File: config.mk
export PLATFORM = sky130hd
export DESIGN_NAME = mem_arbiter
export DESIGN_NICKNAME = d
export VERILOG_FILES = /design/src/rtl/mem_arbiter.sv
export SDC_FILE = /design/constraint.sdc
export NUM_CORES = 1
export LEC_CHECK = 0
export ABC_CLOCK_PERIOD_IN_PS = 2150
export CORE_MARGIN = 3
export CORE_UTILIZATION = 35
export DETAILED_ROUTE_END_ITERATION = 12
export PLACE_DENSITY = 0.75
export RECOVER_POWER = 25
export REMOVE_ABC_BUFFERS = 1
export SLEW_MARGIN = 20
export SYNTH_ARGS = -nofsm -noshare
export SYNTH_HDL_FRONTEND = slang
export SYNTH_SLANG_ARGS = --single-unit
File: constraint.sdc
create_clock -name clk -period 2.15 [get_ports clk]
set_clock_uncertainty 0.05 [all_clocks]
set_input_delay 0.43 -clock clk [delete_from_list [all_inputs] [get_ports clk]]
set_output_delay 0.43 -clock clk [all_outputs]
set_load 0.01 [all_outputs]
File: src/rtl/mem_arbiter.sv
// Single-port RAM arbiter: CPU owns the RAM by default, video steals it for fixed bursts via cpu_hold.
// Optional hold-cycle counter on stall_cycles is built when ARB_STALL_CNT_EN is defined.
module mem_arbiter #(
  parameter int unsigned BURST   = 8,
  parameter int unsigned CPU_GAP = 4
) (
  input  logic        clk,
  input  logic        reset,
  input  logic [15:0] cpu_address,
  input  logic [15:0] cpu_data_out,
  input  logic        cpu_write,
  input  logic        cpu_busy,
  output logic        cpu_hold,
  output logic [15:0] cpu_data_in,
  input  logic        vid_req,
  input  logic [15:0] vid_addr,
  output logic        vid_ack,
  output logic        vid_valid,
  output logic [15:0] vid_data,
  output logic [15:0] ram_addr,
  output logic [15:0] ram_wdata,
  output logic        ram_we,
  input  logic [15:0] ram_rdata,
  output logic [15:0] stall_cycles
);

  localparam int unsigned AW    = 16;
  localparam int unsigned CNT_W = 6;
  localparam int unsigned GAP_W = 8;

  localparam logic [1:0] IDLE      = 2'd0;
  localparam logic [1:0] HOLD_REQ  = 2'd1;
  localparam logic [1:0] VID_BURST = 2'd2;
  localparam logic [1:0] VID_DRAIN = 2'd3;

  logic [1:0]       state, state_nx;
  logic             hold_nx, ack_nx, valid_nx;
  logic             owner_vid, owner_nx;
  logic [AW-1:0]    ptr, ptr_nx;
  logic [CNT_W-1:0] cnt, cnt_nx;
  logic [GAP_W-1:0] gap, gap_nx;

  // State and registered outputs
  always_ff @(posedge clk) begin
    if (!reset) begin
      state     <= IDLE;
      cpu_hold  <= 1'b0;
      vid_ack   <= 1'b0;
      vid_valid <= 1'b0;
      owner_vid <= 1'b0;
      ptr       <= '0;
      cnt       <= '0;
      gap       <= '0;
    end else begin
      state     <= state_nx;
      cpu_hold  <= hold_nx;
      vid_ack   <= ack_nx;
      vid_valid <= valid_nx;
      owner_vid <= owner_nx;
      ptr       <= ptr_nx;
      cnt       <= cnt_nx;
      gap       <= gap_nx;
    end
  end

  // Next-state and next-output logic
  always_comb begin
    state_nx = state;
    hold_nx  = cpu_hold;
    ack_nx   = 1'b0;
    valid_nx = 1'b0;
    owner_nx = owner_vid;
    ptr_nx   = ptr;
    cnt_nx   = cnt;
    gap_nx   = gap;
    case (state)
      IDLE: begin
        if (gap != '0) begin
          gap_nx = gap - GAP_W'(1);
        end
        if (vid_req && (gap == '0)) begin
          state_nx = HOLD_REQ;
          hold_nx  = 1'b1;
        end
      end
      HOLD_REQ: begin
        // CPU still owns the RAM here so a write already in flight lands
        if (!vid_req) begin
          state_nx = IDLE;
          hold_nx  = 1'b0;
        end else if (cpu_busy) begin
          state_nx = VID_BURST;
          ack_nx   = 1'b1;
          owner_nx = 1'b1;
          ptr_nx   = vid_addr;
          cnt_nx   = CNT_W'(BURST - 1);
        end
      end
      VID_BURST: begin
        valid_nx = 1'b1;
        ptr_nx   = ptr + AW'(1);
        if (cnt == '0) begin
          state_nx = VID_DRAIN;
        end else begin
          cnt_nx = cnt - CNT_W'(1);
        end
      end
      VID_DRAIN: begin
        state_nx = IDLE;
        hold_nx  = 1'b0;
        owner_nx = 1'b0;
        gap_nx   = GAP_W'(CPU_GAP);
      end
      default: begin
        state_nx = IDLE;
        hold_nx  = 1'b0;
        owner_nx = 1'b0;
      end
    endcase
  end

  // RAM port mux, steered by the registered owner flag
  assign ram_addr    = owner_vid ? ptr : cpu_address;
  assign ram_wdata   = cpu_data_out;
  assign ram_we      = owner_vid ? 1'b0 : cpu_write;
  assign cpu_data_in = ram_rdata;
  assign vid_data    = ram_rdata;

`ifdef ARB_STALL_CNT_EN
  logic [15:0] stall_q;

  // Saturating count of cycles spent with the CPU held off
  always_ff @(posedge clk) begin
    if (!reset) begin
      stall_q <= '0;
    end else if (cpu_hold && (stall_q != 16'hFFFF)) begin
      stall_q <= stall_q + 16'(1);
    end
  end

  assign stall_cycles = stall_q;
`else
  assign stall_cycles = '0;
`endif

endmodule
==> metrics.md, run 1 <==
| Metric | Value |
|---|---|
| Status | `complete, no violations` |
| First-pass GRT wire length | `12.22 mm` |
| Worst setup margin | `0.1492 ns` |
| Mapped cell area | `2606 um^2` |
| H-tree Lvls | `2` |
| Worst Path Required | `1.67 ns` |
| Crit start category | `primary input` |
| Final ANT Viol Nets | `0` |
| Initial drt markers | `163` |
| Root Driver | `clkbuf_8` |
| Post-Layout Cell Count | `433` |
| Gr busiest metal | `met2` |
| DIE AREA | `8517 um^2` |
| Yosys cell types | `53` |
| CP bufs+invs | `2` |
| Ys Warns | `0` |
| Area growth syn-to-layout | `18.72%` |
| Total power | `2.545 mW` |
| Synth Flop Type | `dfxtp_1` |
| I/O pins | `153` |
| Gr ovfl total | `0` |
| Ys async rst share | `0` |
| Mean Syn Cell Area | `8.069 um^2` |
| Min-Delay Startpoint | `cpu_hold` |
| Leakage | `1.225 nW` |
| Sequential share of the synthesized area | `0.2765` |
| WL final | `7.817 mm` |
| Starting Density | `0.3713` |
| EDFF count, synth | `0` |
| FF-to-FF path depth | `4` |
| PwrDens | `822.4 nW/um^2` |
| CTS tree | `built` |
| Cell Rows | `30` |
| Min-Delay Path Depth | `2` |
| Worst IR Drop VDD | `0.0003443 V` |
| Post-layout nets | `410` |
| Critical Path Max Stage Delay | `0.53 ns` |
| Buffers on Ports | `56` |
| Post-route clock period utilization | `0.9306` |
| Hold Path Sink | `cpu_hold` |
| Critical path endpoint category | `output port` |
| Die W | `92.29 um` |
| # diodes | `0` |
| Crit-path cells | `clkdlybuf4s50_1 -> nor2b_1 -> clkdlybuf4s50_1` |
| Reg2reg start | `gap[3]` |
| Crit-path leading delay family | `buffers and inverters` |
| Die height | `92.29 um` |
| Layout cells sized above 1 | `0.1484` |
| Critical path depth | `3` |
| Worst reg2reg setup slack | `0.20 ns` |
| Commonest non-fill, non-tap cell in the layout | `clkdlybuf4s50_1` |
| Max-Cap Viols | `0` |
| Critical path fanouts, max | `1` |
| Placed cells | `425` |
| RSZ-0062 raised after global routing | `no` |
| R2R Path End | `cpu_hold` |
| F_max | `0.4998 GHz` |
| Type of the worst min-delay path | `register to register` |
| Synth Instances | `323` |
| Synth Register Bits | `36` |
| Crit path top cell by count | `clkdlybuf4s50_1` |
| Most used cells in the layout excluding fill and tap cells | `clkdlybuf4s50_1 (40), dfxtp_1 (35), nand2_1 (31), mux2_2 (18)` |
| Num CTS Buffers | `5` |
| # setup viols final | `0` |
| First-pass DRT Iterations | `4` |
| Post-CTS setup buffer count | `0` |
| Crit path DAT | `1.52 ns` |
| HPWL after DPL | `6.002 mm` |
| Clock latency on the worst-skew pair | `0.30 ns` |
| Dpl ws | `0.07326 ns` |
| Number of global-route vias before repair | `2223` |
| Met1 usage | `0.2368` |
| Gpl congestion | `0.7962` |
| CTS Hold Bufs | `0` |
| Crit path kind | `primary input to output port` |
| DRC | `0` |
| GR Util met2 | `0.2609` |
| Final Slew Violations | `0` |
| Via count | `2293` |
| Fin crit period | `2.001 ns` |
| Initial antenna violation count | `0` |
| CP max stage cell | `clkdlybuf4s50_1` |
| Worst-path clk slew | `0.07 ns` |
| Clk sinks | `36` |
| Pin count of the biggest net entering global routing | `18` |
| CORE AREA | `7019 um^2` |
| Max Buffers Root-to-Sink | `2` |
| Drt wl/cell | `18.05 um` |
| Grt met3 use | `0.1105` |
| Setup TNS | `0 ns` |
| Vias per cell | `5.296` |
| Tot GR Track Use | `0.1841` |
| Hold Fails Final Rpt | `0` |
-- synth_stat cells (all sizes together) (2+ instances only) --
cell type / count / share of area
buf: 67 / 0.19
dfxtp: 36 / 0.28
nand2: 31 / 0.045
a21oi: 18 / 0.036
mux2: 18 / 0.078
nor2: 17 / 0.024
clkbuf: 14 / 0.020
inv: 9 / 0.013
nor3: 9 / 0.017
nand3: 8 / 0.015
nand4: 8 / 0.019
o21ai: 6 / 0.012
a31oi: 5 / 0.012
ha: 5 / 0.024
mux2i: 5 / 0.019
nor4: 5 / 0.012
a211oi: 4 / 0.012
nand2b: 4 / 0.0096
o211ai: 4 / 0.012
or4: 4 / 0.012
a22oi: 3 / 0.0086
and4b: 3 / 0.012
nor2b: 3 / 0.0072
or3: 3 / 0.0072
xor2: 3 / 0.010
a2bb2oi: 2 / 0.0067
and3: 2 / 0.0048
nand4b: 2 / 0.0067
o2111ai: 2 / 0.0067
o221ai: 2 / 0.0067
o311ai: 2 / 0.0067
o31a: 2 / 0.0067
xnor2: 2 / 0.0067
-- layer usage --
metal	share of wire	up-vias
li1	-	1097
met1	0.44	1075
met2	0.42	110
met3	0.12	7
met4	0.0060	4
met5	0.011	-
-- worst register-to-register path, cell delays in order, from the launching register on --
cell and delay [ns]:
dfxtp_1 0.36, or4_1 0.63, or3_1 0.39, or3_1 0.33
a21oi_2 0.13
-- cells by family after synthesis --
| kind of cell | Yosys count | share of synthesized area |
|---|---|---|
| AO/OA/AOI/OAI | 56 | 0.1469 |
| adder cells (fa/ha/maj) | 5 | 0.02400 |
| XOR/XNOR | 5 | 0.01681 |
| multiplexers | 23 | 0.09697 |
| AND/OR/NAND/NOR | 106 | 0.2136 |
| buffers and inverters | 91 | 0.2237 |
| other | 1 | 0.001439 |
| flip-flops | 36 | 0.2765 |
-- worst max-delay path by stage --
stage / startpoint / endpoint
finish: cpu_write / ram_we
global route: gap[3] / cpu_hold
CTS: owner_vid / ram_addr[7]
detailed placement: cpu_address[15] / ram_addr[15]
global placement: cpu_address[15] / ram_addr[15]
floorplan: gap[3] / cpu_hold
-- repair_timing --
action	4_1_cts	5_1_grt
hold endpoints to repair	0	0
endpoints found under the setup margin	16	15
gates resized for setup	2	15
-- where the power goes --
group / internal [mW] / switching [mW] / total (mW)
Sequential: 0.790 / 0.137 / 0.927
Combinational: 0.497 / 0.458 / 0.955
Clock: 0.409 / 0.253 / 0.663
-- registers in the layout, indices dropped and copies added, names as in the netlist, named ones only --
signal,flops
vid_valid,1
cpu_hold,1
vid_ack,1
ptr,16
owner_vid,1
gap,8
cnt,6
state,1
-- cell type report --
type	instances	area, um^2
flip-flops and latches	36	721.9
inverters	10	37.54
clock buffers	7	96.34
well taps	96	120.1
fillers	708	3925
multi-input cells	211	1359
clock inverters	1	30.03
repair buffers	72	729.5
-- per-stage QoR --
step / utilization / area [um^2] / hold slack (ns)
5_1_grt: 0.4408 / 3094 / 0.4509
6_report: 0.4408 / 3094 / 0.4164
4_1_cts: 0.4355 / 3057 / 0.4205
3_5_place_dp: 0.4175 / 2930 / 0.4080
3_3_place_gp: 0.4175 / 2930 / 0.4009
2_1_floorplan: - / 2117 / 0.4012
(Power assumes the default switching activity.)
==> run 2, diff against run 1 <==
--- a/config.mk
+++ b/config.mk
@@ -5,7 +5,7 @@
 export SDC_FILE = /design/constraint.sdc
 export NUM_CORES = 1
 export LEC_CHECK = 0
-export ABC_CLOCK_PERIOD_IN_PS = 2150
+export ABC_CLOCK_PERIOD_IN_PS = 2000
 export CORE_MARGIN = 3
 export CORE_UTILIZATION = 35
 export DETAILED_ROUTE_END_ITERATION = 12
==> constraint.sdc (replaced) <==
create_clock -name clk -period 2 [get_ports clk]
set_clock_uncertainty 0.05 [all_clocks]
set_input_delay 0.4 -clock clk [delete_from_list [all_inputs] [get_ports clk]]
set_output_delay 0.4 -clock clk [all_outputs]
set_load 0.01 [all_outputs]
==> metrics.md, run 2 (synthesized netlist as in run 1, its figures left out) <==
| Metric | Value |
|---|---|
| Status | `complete, no violations` |
| DRC | `0` |
| Gr ovfl total | `0` |
| Grt met3 use | `0.09667` |
| Post-Layout Cell Count | `437` |
| Buffers on Ports | `56` |
| Initial drt markers | `156` |
| Worst reg2reg setup slack | `0.12 ns` |
| Die height | `92.29 um` |
| Cell area after layout | `3060 um^2` |
| Critical path endpoint category | `output port` |
| Hold slack | `0.4178 ns` |
| Max-Cap Viols | `0` |
| Layout cells sized above 1 | `0.1584` |
| Post-layout nets | `415` |
| GR Util met2 | `0.2676` |
| Biggest regs | `ptr (16), gap (8), cnt (6)` |
| Worst Tran Pin Value | `0.5000 ns` |
| Dpl ws | `-0.03908 ns` |
| Die W | `92.29 um` |
| Leakage | `1.129 nW` |
| R2R Path End | `cpu_hold` |
| PwrDens | `861.1 nW/um^2` |
| Post-CTS setup buffer count | `0` |
| Final ANT Viol Nets | `0` |
| I/O pins | `153` |
| Via count | `2329` |
| Worst-path clk slew | `0.07 ns` |
| WL final | `7.894 mm` |
| Clk sinks | `36` |
| HPWL after DPL | `6.101 mm` |
| Hold Fails Final Rpt | `0` |
| Worst IR Drop VDD | `0.0004332 V` |
| Root Driver | `clkbuf_8` |
| Crit path DAT | `1.44 ns` |
| Clock latency on the worst-skew pair | `0.29 ns` |
| # diodes | `0` |
| Number of global-route vias before repair | `2257` |
| Cell Rows | `30` |
| FF-to-FF path depth | `4` |
| H-tree Lvls | `2` |
| # setup viols final | `0` |
| Tot GR Track Use | `0.1825` |
| Area growth syn-to-layout | `17.43%` |
| CP Launch Point | `owner_vid` |
| First-pass GRT wire length | `12.17 mm` |
| Worst Path Required | `1.55 ns` |
| Largest register FFs | `16` |
| Vias per cell | `5.330` |
| Placed cells | `430` |
| Most used cells in the layout excluding fill and tap cells | `clkdlybuf4s50_1 (39), dfxtp_1 (35), nand2_1 (31), buf_4 (19), mux2_2 (18)` |
| Num CTS Buffers | `5` |
| Total power | `2.635 mW` |
| Starting Density | `0.3713` |
| First-pass DRT Iterations | `4` |
| RSZ-0062 raised after global routing | `no` |
| Worst setup margin | `0.1074 ns` |
| Post-route clock period utilization | `0.9463` |
| Max-slew headroom | `0.6636` |
| Fin crit period | `1.893 ns` |
| Drt wl/cell | `18.06 um` |
| Post-placement cell area | `2980 um^2` |
| Crit start category | `register` |
| CTS tree | `built` |
| CORE AREA | `7019 um^2` |
| Pin count of the biggest net entering global routing | `18` |
| F_max | `0.5284 GHz` |
| Gr busiest metal | `met2` |
| Met1 usage | `0.2326` |
| DIE AREA | `8517 um^2` |
| Type of the worst min-delay path | `register to register` |
| Reg2reg start | `gap[4]` |
| Most flop-heavy register | `ptr` |
| Fill cell instance count of the final layout | `717` |
| Critical Path End | `ram_addr[15]` |
| Gpl congestion | `0.7954` |
| Crit path kind | `register to output port` |
| Max Buffers Root-to-Sink | `2` |
| Commonest non-fill, non-tap cell in the layout | `clkdlybuf4s50_1` |
| Critical path fanouts, max | `17` |
| Initial antenna violation count | `0` |
| Final Slew Violations | `0` |
## run 2: worst min-delay path by stage
stage               startpoint       end  slack (ns)  depth (start not counted)
global placement      cpu_hold  cpu_hold        0.40                          2
finish                cpu_hold  cpu_hold        0.42                          2
global route            gap[0]    gap[0]        0.45                          2
detailed placement    cpu_hold  cpu_hold        0.41                          2
CTS                   cpu_hold  cpu_hold        0.43                          2
floorplan               gap[1]    gap[1]        0.40                          2
## run 2: timing repair
action | CTS | global route
hold buffers | 0 | 0
endpoints found under the setup margin | 16 | 1
hold endpoints to repair | 0 | 0
gates resized for setup | 17 | 1
pin swaps | 0 | 0
## run 2: layout make-up
cell class	instances	area, um^2	area share
multi-input combinational	211	1359	0.4440
tap	96	120.1	0.03925
inverter	10	37.54	0.01226
clock buffer	7	96.34	0.03148
sequential	36	721.9	0.2359
timing repair buffer	77	725.7	0.2371
## run 2: report_power, final
part	leakage, nW	switching (mW)	internal [mW]	total [mW]
logic	0.786	0.531	0.576	1.11
clock network	0.0503	0.251	0.307	0.558
registers	0.293	0.120	0.850	0.970
total	1.13	0.903	1.73	2.64
## run 2: worst max-delay path: stages (launching register included)
cell and delay (ns):
dfxtp_2 0.35, buf_12 0.16, mux2_2 0.36, dlygate4sd2_1 0.29
## run 2: routing by layer
metal / routed length, um / part of all wire
met3: 887 / 0.11
met5: 70 / 0.0089
met2: 3420 / 0.43
met1: 3463 / 0.44
met4: 51 / 0.0065
## run 2: stage by stage
step,setup TNS (ns),util
floorplan,0,-
global placement,-0.06200,0.4246
detailed placement,-0.09118,0.4246
CTS,0,0.4357
global route,0,0.4360
finish,0,0.4360
==> run 3, diff against run 2 <==
--- a/config.mk
+++ b/config.mk
@@ -5,11 +5,11 @@
 export SDC_FILE = /design/constraint.sdc
 export NUM_CORES = 1
 export LEC_CHECK = 0
-export ABC_CLOCK_PERIOD_IN_PS = 2000
+export ABC_CLOCK_PERIOD_IN_PS = 2370
 export CORE_MARGIN = 3
 export CORE_UTILIZATION = 35
 export DETAILED_ROUTE_END_ITERATION = 12
-export PLACE_DENSITY = 0.75
+export PLACE_DENSITY = 0.76
 export RECOVER_POWER = 25
 export REMOVE_ABC_BUFFERS = 1
 export SLEW_MARGIN = 20
==> constraint.sdc (replaced) <==
create_clock -name clk -period 2.37 [get_ports clk]
set_clock_uncertainty 0.05 [all_clocks]
set_input_delay 0.474 -clock clk [delete_from_list [all_inputs] [get_ports clk]]
set_output_delay 0.474 -clock clk [all_outputs]
set_load 0.01 [all_outputs]
==> metrics.md, run 3 (synthesized netlist as in run 1, its figures left out) <==
| Metric | Value |
|---|---|
| Status | `complete, no violations` |
| # setup viols final | `0` |
| Critical path endpoint category | `output port` |
| Crit start category | `register` |
| Gpl congestion | `0.8195` |
| Clk sinks | `36` |
| Commonest non-fill, non-tap cell in the layout | `clkdlybuf4s50_1` |
| Post-layout nets | `407` |
| Worst Tran Pin Value | `0.5100 ns` |
| Cell Rows | `30` |
| Starting Density | `0.3713` |
| Met1 usage | `0.2380` |
| H-tree Lvls | `2` |
| Post-Layout Cell Count | `430` |
| Worst-path clk slew | `0.07 ns` |
| Crit path DAT | `1.68 ns` |
| Max-Cap Viols | `0` |
| I/O pins | `153` |
| Buffers on Ports | `56` |
| Die W | `92.29 um` |
| CP max stage cell | `clkdlybuf4s50_1` |
| Critical path fanouts, max | `17` |
| Post-CTS setup buffer count | `0` |
| Initial drt markers | `126` |
| Num CTS Buffers | `5` |
| Gr busiest metal | `met2` |
| GR Util met2 | `0.2421` |
| Post-CTS sizing | `0` |
| Area growth syn-to-layout | `15.70%` |
| F_max | `0.4530 GHz` |
| # diodes | `0` |
| WL final | `7.807 mm` |
| CTS Hold Bufs | `0` |
| Gr ovfl total | `0` |
| Leakage | `1.060 nW` |
| Pin count of the biggest net entering global routing | `19` |
| Die height | `92.29 um` |
| Via count | `2277` |
| First-pass DRT Iterations | `4` |
| Worst reg2reg setup slack | `0.33 ns` |
| CTS tree | `built` |
| Initial antenna violation count | `0` |
| Critical Path Max Stage Delay | `0.48 ns` |
| Most used cells in the layout excluding fill and tap cells | `clkdlybuf4s50_1 (56), dfxtp_1 (36), nand2_1 (31), mux2_2 (18)` |
| Number of global-route vias before repair | `2214` |
| Grt met3 use | `0.09992` |
| Hold Fails Final Rpt | `0` |
| Max Buffers Root-to-Sink | `2` |
| Largest register FFs | `16` |
| Most flop-heavy register | `ptr` |
| Layout cells sized above 1 | `0.1347` |
| DRC | `0` |
| Post-route clock period utilization | `0.9315` |
| RSZ-0062 raised after global routing | `no` |
| Biggest regs | `ptr (16), gap (8), cnt (6)` |
| Worst IR Drop VDD | `0.0005485 V` |
| Placed cells | `422` |
| Clock latency on the worst-skew pair | `0.30 ns` |
| Vias per cell | `5.295` |
| Crit path kind | `register to output port` |
| Max-slew headroom | `0.6569` |
| Setup TNS | `0 ns` |
| Crit-path cells | `buf_12 -> mux2_2 -> clkdlybuf4s50_1` |
| First-pass GRT wire length | `11.99 mm` |
| Final Slew Violations | `0` |
| Drt wl/cell | `18.16 um` |
| Tot GR Track Use | `0.1811` |
| Fin crit period | `2.208 ns` |
| Worst Path Required | `1.85 ns` |
| PwrDens | `751.8 nW/um^2` |
| CORE AREA | `7019 um^2` |
| Type of the worst min-delay path | `register to register` |
| Final ANT Viol Nets | `0` |
| HPWL after DPL | `5.903 mm` |
| Root Driver | `clkbuf_8` |
| DIE AREA | `8517 um^2` |
[run 3: changes by cell type in the layout (fill, tap and decap cells not counted), moves of 2 or more]
cell             delta
buf_4               -7
clkdlybuf4s50_1    +17
dlygate4sd2_1      -16
clkbuf_8            -2
[run 3: where the power goes]
part | total [mW] | internal, mW | switching, mW | leakage [nW]
Clock | 0.550 | 0.313 | 0.238 | 0.0552
Sequential | 0.841 | 0.716 | 0.124 | 0.292
Combinational | 0.876 | 0.458 | 0.418 | 0.713
[run 3: path summary, 6_finish.rpt]
check / depth (start not counted) / startpoint / endpoint
setup / recovery: 3 / owner_vid / ram_addr[15]
hold / removal: 2 / cpu_hold / cpu_hold
setup reg to reg: 4 / ptr[2] / ptr[11]
hold reg to reg: 2 / cpu_hold / cpu_hold
[run 3: per-layer routing]
layer  share of wire  vias to the layer above
met4           0.012                        4
li1                -                     1088
met1            0.44                     1058
met5          0.0090                        -
met3            0.13                       11
met2            0.41                      116
[run 3: worst max-delay path, delay by kind of cell, from the launching register on]
kind	cells	cell delay, ns
buf+inv	2	0.65
flops	1	0.38
mux	1	0.36
[run 3: cell type report]
cell class / count / area [um^2]
Fill cell: 681 / 4004
Multi-Input combinational cell: 211 / 1359
Sequential cell: 36 / 720.7
Timing Repair Buffer: 69 / 670.6
Tap cell: 96 / 120.1
Clock buffer: 6 / 72.57
Inverter: 10 / 37.54
Clock inverter: 2 / 35.03
[run 3: stage by stage]
stage	util	hold slack, ns	worst slack, ns	cell area, um^2	total power, mW
final	0.4296	0.4148	0.1623	3015	2.267
after global routing	0.4296	0.4410	0.09847	3015	2.425
after global placement	0.4143	0.4027	0.1792	2908	1.689
after floorplan	-	0.4012	0.4985	2117	1.404
after detailed placement	0.4143	0.4107	0.1757	2908	1.724
after CTS	0.4296	0.4228	0.1425	3015	2.274
